**src/rtl/power_trig_pkg.sv**
```systemverilog
// power_trig_pkg: shared widths, FSM state type and sample helper
// for the power trigger detector.
package power_trig_pkg;

  localparam int NSAMP  = 8;
  localparam int SAMP_W = 12;
  localparam int SQ_W   = 23;
  localparam int ESUM_W = 26;
  localparam int DAT_W  = NSAMP * SAMP_W;

  typedef enum logic [1:0] {
    ST_FILL    = 2'd0,
    ST_ARMED   = 2'd1,
    ST_HOLDOFF = 2'd2
  } trig_state_t;

  function automatic logic signed [SAMP_W-1:0] sample(
    input logic [DAT_W-1:0] vec,
    input int               k
  );
    return vec[k*SAMP_W +: SAMP_W];
  endfunction

endpackage

```
**src/rtl/energy_sum8.sv**
```systemverilog
// energy_sum8: squares NSAMP signed samples, then sums them.
// Two registered stages: squares, then the adder tree.
module energy_sum8
  import power_trig_pkg::*;
(
  input  logic              aclk,
  input  logic              aresetn,
  input  logic [DAT_W-1:0]  dat_i,
  output logic [ESUM_W-1:0] e_o
);

  logic [SQ_W-1:0]   r_sq [NSAMP];
  logic [SQ_W-1:0]   w_sq [NSAMP];
  logic [ESUM_W-1:0] w_sum;
  logic [ESUM_W-1:0] r_e;

  // (-2048)^2 still fits SQ_W unsigned bits
  function automatic logic [SQ_W-1:0] square(
    input logic signed [SAMP_W-1:0] s
  );
    logic signed [SQ_W:0] x;
    x = {{(SQ_W+1-SAMP_W){s[SAMP_W-1]}}, s};
    return SQ_W'(x * x);
  endfunction

  // square every sample of the incoming vector
  always_comb begin
    for (int k = 0; k < NSAMP; k++) begin
      w_sq[k] = square(sample(dat_i, k));
    end
  end

  // add the registered squares into one energy value
  always_comb begin
    w_sum = '0;
    for (int k = 0; k < NSAMP; k++) begin
      w_sum = w_sum + ESUM_W'(r_sq[k]);
    end
  end

  // stage 1 squares and stage 2 sum registers
  always_ff @(posedge aclk) begin
    if (!aresetn) begin
      for (int k = 0; k < NSAMP; k++) begin
        r_sq[k] <= '0;
      end
      r_e <= '0;
    end else begin
      for (int k = 0; k < NSAMP; k++) begin
        r_sq[k] <= w_sq[k];
      end
      r_e <= w_sum;
    end
  end

  assign e_o = r_e;

endmodule

```
**src/rtl/power_trigger_detector.sv**
```systemverilog
// power_trigger_detector: windowed energy, threshold trigger, hold-off.
// Optional peak hold enabled by defining POWER_TRIG_PEAK_HOLD_EN.
module power_trigger_detector
  import power_trig_pkg::*;
#(
  parameter int NWIN     = 4,
  parameter int ENERGY_W = 32,
  parameter int HOLDOFF  = 16,
  parameter int CNT_W    = 16
) (
  input  logic                aclk,
  input  logic                aresetn,
  input  logic [DAT_W-1:0]    dat_i,
  input  logic [ENERGY_W-1:0] thresh_i,
  input  logic                trig_en_i,
  output logic                trig_o,
  output logic [ENERGY_W-1:0] energy_o,
  output logic [CNT_W-1:0]    trig_count_o
`ifdef POWER_TRIG_PEAK_HOLD_EN
  ,
  input  logic                clr_peak_i,
  output logic [ENERGY_W-1:0] peak_o
`endif
);

  localparam int FILL_W = $clog2(NWIN);
  localparam int HOLD_W = (HOLDOFF > 1) ? $clog2(HOLDOFF) : 1;

  logic [DAT_W-1:0]    r_dat;
  logic [2:0]          r_vld;
  logic [ESUM_W-1:0]   w_e;
  logic [ESUM_W-1:0]   r_hist [NWIN];
  logic [ENERGY_W-1:0] r_sum;
  logic                w_hit;
  trig_state_t         r_state;
  logic [FILL_W-1:0]   r_fill;
  logic [HOLD_W-1:0]   r_hold;
  logic                r_trig;
  logic [CNT_W-1:0]    r_cnt;

  // input register; r_vld marks real vectors moving down the pipe
  always_ff @(posedge aclk) begin
    if (!aresetn) begin
      r_dat <= '0;
      r_vld <= '0;
    end else begin
      r_dat <= dat_i;
      r_vld <= {r_vld[1:0], 1'b1};
    end
  end

  energy_sum8 u_esum (
    .aclk    (aclk),
    .aresetn (aresetn),
    .dat_i   (r_dat),
    .e_o     (w_e)
  );

  // sliding window: add the newest E, drop the oldest
  always_ff @(posedge aclk) begin
    if (!aresetn) begin
      for (int k = 0; k < NWIN; k++) begin
        r_hist[k] <= '0;
      end
      r_sum <= '0;
    end else begin
      r_hist[0] <= w_e;
      for (int k = 1; k < NWIN; k++) begin
        r_hist[k] <= r_hist[k-1];
      end
      r_sum <= r_sum + ENERGY_W'(w_e)
             - ENERGY_W'(r_hist[NWIN-1]);
    end
  end

  assign w_hit = (r_sum > thresh_i);

  // trigger FSM; the registered trig_o is the stage-4 compare
  always_ff @(posedge aclk) begin
    if (!aresetn) begin
      r_state <= ST_FILL;
      r_fill  <= '0;
      r_hold  <= '0;
      r_trig  <= 1'b0;
      r_cnt   <= '0;
    end else begin
      r_trig <= 1'b0;
      unique case (r_state)
        ST_FILL: begin
          if (r_vld[2]) begin
            if (r_fill == FILL_W'(NWIN-1)) begin
              r_state <= ST_ARMED;
            end
            r_fill <= r_fill + FILL_W'(1);
          end
        end
        ST_ARMED: begin
          if (w_hit && trig_en_i) begin
            r_trig  <= 1'b1;
            r_cnt   <= r_cnt + CNT_W'(1);
            r_hold  <= HOLD_W'(HOLDOFF-1);
            r_state <= ST_HOLDOFF;
          end
        end
        ST_HOLDOFF: begin
          if (r_hold == '0) begin
            r_state <= ST_ARMED;
          end else begin
            r_hold <= r_hold - HOLD_W'(1);
          end
        end
        default: r_state <= ST_FILL;
      endcase
    end
  end

  assign trig_o       = r_trig;
  assign energy_o     = r_sum;
  assign trig_count_o = r_cnt;

`ifdef POWER_TRIG_PEAK_HOLD_EN
  logic [ENERGY_W-1:0] r_peak;

  // running max of the window sum; clear has priority
  always_ff @(posedge aclk) begin
    if (!aresetn) begin
      r_peak <= '0;
    end else if (clr_peak_i) begin
      r_peak <= (r_state == ST_FILL) ? '0 : r_sum;
    end else if (r_state != ST_FILL && r_sum > r_peak) begin
      r_peak <= r_sum;
    end
  end

  assign peak_o = r_peak;
`endif

endmodule
```
**config.mk**
```make
export PLATFORM = sky130hd
export DESIGN_NAME = power_trigger_detector
export DESIGN_NICKNAME = d
export VERILOG_FILES = /design/src/rtl/power_trig_pkg.sv /design/src/rtl/energy_sum8.sv /design/src/rtl/power_trigger_detector.sv
export SDC_FILE = /design/constraint.sdc
export NUM_CORES = 2
export LEC_CHECK = 0
export CELL_PAD_IN_SITES_DETAIL_PLACEMENT = 1
export CELL_PAD_IN_SITES_GLOBAL_PLACEMENT = 2
export CORE_MARGIN = 2
export CORE_UTILIZATION = 46
export CTS_BUF_LIST = sky130_fd_sc_hd__clkbuf_8
export DETAILED_ROUTE_END_ITERATION = 7
export PLACE_DENSITY_LB_ADDON = 0.05
export SLEW_MARGIN = 20
export SYNTH_ARGS = -nofsm -noshare
export SYNTH_HDL_FRONTEND = slang
export SYNTH_SLANG_ARGS = --single-unit
```
**constraint.sdc**
```tcl
create_clock -name aclk -period 9.1 [get_ports aclk]
set_clock_uncertainty 0.05 [all_clocks]
set_input_delay 0.91 -clock aclk [delete_from_list [all_inputs] [get_ports aclk]]
set_output_delay 0.91 -clock aclk [all_outputs]
set_load 0.01 [all_outputs]
```
# ---- After elaboration in Yosys (flattened, before gate mapping)
# Memory sizes are Yosys's and may differ from the RTL's.
# Cells that the tools add are included.
dict set report classes {
  n_mul 8
  bitwise 12
  reduce_logical 9
  n_mux 24
  eq_ne 8
  addsub 12
  n_lt_le_gt_ge 1
}
# cell count
set op_table {}
lappend op_table {{$mul A12 B12 Y23} 8}
lappend op_table {{$mux W23} 8}
lappend op_table {{$add A26 B23 Y26} 6}
lappend op_table {{$mux W26} 4}
lappend op_table {{$add A32 B26 Y32} 1}
lappend op_table {{$gt A32 B32 Y1} 1}
lappend op_table {{$sub A32 B26 Y32} 1}
lappend op_table {{$add A23 B23 Y24} 1}
lappend op_table {{$add A16 B1 Y16 const B} 1}
lappend op_table {{$or A1 B1 Y1} 12}
lappend op_table {{$ne A2 B2 Y1 const B} 5}
lappend op_table {{$mux W2} 4}
lappend op_table {{$mux W4} 2}
lappend op_table {{$pmux W4 S2} 1}
lappend op_table {{$pmux W2 S3} 1}
lappend op_table {{$reduce_and A2 Y1} 3}
lappend op_table {{$eq A2 B2 Y1 const B} 2}
lappend op_table {{$logic_not A4 Y1} 1}
lappend op_table {{$mux W1} 4}
lappend op_table {{$reduce_and A4 Y1} 1}
lappend op_table {{$sub A4 B1 Y4 const B} 1}
lappend op_table {{$reduce_and A3 Y1} 1}
lappend op_table {{$add A2 B1 Y2 const B} 1}
lappend op_table {{$eq A2 B1 Y1 const B} 1}
lappend op_table {{other kinds (3)} 3}
dict set report totals {
  input_bits 131
  wordCells 86
  output_inout_bits 49
  memories 2
  ff_bits 182
  mem_bits_rw 288
}
# name words width rd rd_clocked_by_memory_dff wr line_no
set memory_table {}
lappend memory_table {u_esum.r_sq 8 23 8 0 8 energy_sum8.sv:12} ;# logic [SQ_W-1:0] r_sq [NSAMP];
lappend memory_table {r_hist 4 26 4 0 4 power_trigger_detector.sv:32} ;# logic [ESUM_W-1:0] r_hist [NWIN];

# ---- Depth between registers and ports, before layout
# An unclocked memory read counts as a cell.
dict set report logic_depth {
  depth_word 8
  mapped_depth 24
  depth_no_buf 24
}

# ---- Cells and area by module
# From an unflattened synthesis, not the netlist that was laid out.
dict set report unflattened {
  hier_cells 6128
  area_unflattened_um2 57446.3
}
# mod seq_area_each_um2 cells_per_inst area_per_inst_um2 instances
set by_module_without_submodules {}
lappend by_module_without_submodules {energy_sum8 4043.9 5032 46804.9 1}
lappend by_module_without_submodules {power_trigger_detector 5205.0 1096 10641.5 1}

# ---- Worst setup path after synthesis
# OpenSTA, ideal clock, no wires.
dict set report synth_path {
  kind {register -> register}
  start {memory u_esum.r_sq[0][10]}
  end {register u_esum.r_e[25], in the netlist u_esum.e_o[25]}
  period_less_slack_ns 5.693
  n_path_buf 0
  path_slack_ns 3.407
  setup_time_ns 0.072
  stages_incl_launch_ff 22
  required_ns 8.978
  arrival_time_ns 5.571
  path_cell_list {dfxtp_1 -> ha_1 -> a21o_1 -> a21o_1 -> a22oi_1 -> a31oi_1 -> a311o_1 -> and2_1 -> nor2_1 -> xnor2_1 -> fa_1 -> inv_1 -> fa_1 -> fa_1 -> fa_1 -> inv_1 -> ha_1 -> and3_1 -> and2_1 -> a221o_2 -> a221oi_2 -> mux2i_1}
}
# item line_no
set synth_lines {}
lappend synth_lines {{from (decl)} energy_sum8.sv:12}
lappend synth_lines {{to (signal assigned)} energy_sum8.sv:52} ;# r_e <= w_sum;
lappend synth_lines {{to (decl)} energy_sum8.sv:15} ;# logic [ESUM_W-1:0] r_e;

==> impl_metrics.toml <==
[run_status]
outcome = "finished clean"

[drt]
drtIter0Drc = 1237
wire_per_inst_um = 17.70
viasPerCell = 4.941
drc_errors = 0
vias = 38260
routed_wl_um = 137100
first_pass_iters = 5
ant_nets = 0

[logic_synthesis]
synthFlopType = "dfxtp_1"
synth_warnings = 0
async_flop_share_pct = 0
synth_area_um2 = 57100
ys_ff_latch = 462
netlist.area_leader.share_pct = 38.11
avgSynthCellArea_um2 = 9.644
yosysMostFrequentCell = "inv_1"
synth_cell_types = 74
synth_area_leader_cell = "fa_1"
ys_top_cells_by_area = "fa_1 (38%), dfxtp_1 (16%), ha_1 (12%)"
seq_area_frac_synth_pct = 16.20
synth_edf_count = 0
synthesis.instances = 5921
synthTopCellsByCount = "inv_1 (1,409), fa_1 (1,087), and2_1 (558)"

[setup_path]
crit_arrival_ns = 6.87
cp_data_required_time_ns = 9.78
path_max_fanout = 6
start_kind = "register"
worstSetupPathType = "register to register"
rr_worst_depth = 21
crit_path_end_kind = "register"

[timing]
timing_hold_violations_final = 0
worst_pin_slew_ns = 0.9277
fin_crit_sh_pct = 68.09
rsz0062_at_grt = "no"
fmax_mhz = 161.4
period_needed_ns = 6.196
slew_viol_final = 0
report.final.setup_viol = 0
maxSlewHeadroom_pct = 38.16
tns_ns = 0

[placement]
place_area_um2 = 60390
portBuffers = 179
post-dp-hpwl_um = 115900
gp_congestion = 0.8452

[power_and_ir_drop]
leakagePower_nw = 30.45
ir_drop_v = 0.0009224
power_w = 0.01999
p_per_area_nw_per_um2 = 319.9

[clock_tree]
cts_tree = "built"
cts.sinks = 462
cts_hold_buffers = 0
clock_latency_ns = 0.81
post-cts-setup-buffers = 0
root_buffer = "clkbuf_8"
clkTransAtPathRegs_ns = 0.06
cts_resized = 0
cts_htree_levels = 3
cts_buffer_depth = 3
cts_buffers = 88

[global_routing]
antenna_found_initial = 2
met2_usage_pct = 40.71
grt-ovfl-total = 0
grtUsageMet3_pct = 2.440
grt_usage_pct = 22.96
grt_pass1_vias = 43850
busiest_layer = "met2"
grtUsageMet1_pct = 30.51
grt_first_pass_wirelength_um = 231600
grt_start_max_net_pins = 119

[floorplan]
core_area_um2 = 123500
dieArea_um2 = 127000
pin_count = 180
start_util_pct = 46.24
die_width_um = 356.3
rows = 129
fp.dieH_um = 356.3

[flow_run]
drv_cap = 0

[min_path]
whs_path_depth = 1
hp-class = "register to register"

[layout]
syn_to_final_growth_pct = 9.427
fillCellCount = 13880
nNetsFinal = 7792
layout-drive-gt1-share_pct = 3.113
fin_area_um2 = 62480
## kinds of logic (layout without fill, tap and decap cells)
family | Yosys count | after routing | synth area share (%)
muxes | 30 | 30 | 0.5412
adders and majority gates | 1629 | 1629 | 49.99
and+or+nand+nor | 1521 | 1521 | 14.04
xor gates and xnor gates | 221 | 221 | 3.390
buffers and inverters | 1577 | 1757 | 10.37
AOI/OAI and AO/OA | 479 | 479 | 5.463
DFF | 462 | 462 | 16.20
other | 2 | 6 | 0.01315
## flip-flops by register name, indices dropped and copies added, names as in the netlist
register	count
energy_o	32
r_dat	96
u_esum.e_o	26
r_fill	2
r_hist	104
r_hold	4
u_esum.r_sq	176
r_vld	3
trig_count_o	16
r_state	2
trig_o	1
## critical path, stage by stage, from the launching register on
cell and delay, ns:
dfxtp_1 0.30, ha_1 0.33, a211oi_1 0.33, o21ai_0 0.19, o211a_1 0.18, o21a_1 0.21
o21a_1 0.20, nor2_1 0.12, xnor2_1 0.18, fa_1 0.47, inv_1 0.09, fa_1 0.43
fa_1 0.40, fa_1 0.51, inv_1 0.04, ha_1 0.36, a21o_1 0.21, a21o_1 0.17
a221o_2 0.44, a221o_2 0.43, a221oi_2 0.27, mux2i_1 0.19
## routing by layer
| metal | part of all wire (%) | vias up |
|---|---|---|
| li1 | - | 18060 |
| met5 | 0 | - |
| met2 | 50 | 357 |
| met4 | 1.7 | 0 |
| met1 | 46 | 19700 |
| met3 | 2.4 | 136 |
## where the power goes
group	total (W)	switching, W	internal (W)
Combinational	0.0145	0.00840	0.00613
Clock	0.00245	0.00107	0.00138
Sequential	0.00300	0.000470	0.00253
Total	0.0200	0.00994	0.0100
## final timing paths
path,end,from,slack [ns]
worst max-delay path,u_esum.e_o[25]$_SDFF_PN0_,u_esum.r_sq[0][3]$_SDFF_PN0_,2.90
worst min-delay path,r_hist[2][21]$_SDFF_PN0_,r_hist[1][21]$_SDFF_PN0_,0.36
worst max register to register,u_esum.e_o[25]$_SDFF_PN0_,u_esum.r_sq[0][3]$_SDFF_PN0_,2.90
worst min register to register,r_hist[2][21]$_SDFF_PN0_,r_hist[1][21]$_SDFF_PN0_,0.36
## cell type report
type                       count  area, um^2  area share [%]
multi-input combinational   3884       41950           67.13
inverter                    1410        5300           8.483
timing repair buffer         186        1849           2.960
clock buffer                 107        1473           2.357
antenna                        2       5.005        0.008010
clock inverter                54       613.1          0.9812
tap                         1637        2048           3.278
sequential                   462        9249           14.80
## layout by cell type (no fill, tap or decap), types with 11 or more instances in the layout
cell type        count
dfxtp_1            462
ha_1               542
xnor2_1            140
clkinv_2            19
fa_1              1087
a31oi_1             16
clkbuf_8           107
and3_1              28
inv_1             1425
o211ai_1            14
o31ai_1             11
o21bai_1            20
nor2b_1             49
a21oi_1            138
a21o_1              60
a211oi_1            20
nand4_1             16
nor4_1              17
nor3_1              80
o21ai_0             93
nor2_1             259
nand2b_1            92
nand2_1            315
clkdlybuf4s50_1    178
and2_1             558
nand3_1             38
nor3b_1             18
xor2_1              81
o21a_1              29
or3_1               15
or2_2               11
mux2i_1             23
## per-stage QoR
stage               instances  setup slack, ns  hold WS (ns)  util, %
floorplan                5923            3.407        0.3619        -
global placement         7579            3.076        0.3625    48.91
detailed placement       7579            2.891        0.3699    48.91
CTS                      7740            2.894        0.3589    50.60
global route             7741            2.481        0.3819    50.60
finish                   7742            2.904        0.3574    50.60
Note: power is estimated with default switching activity, not from simulation.
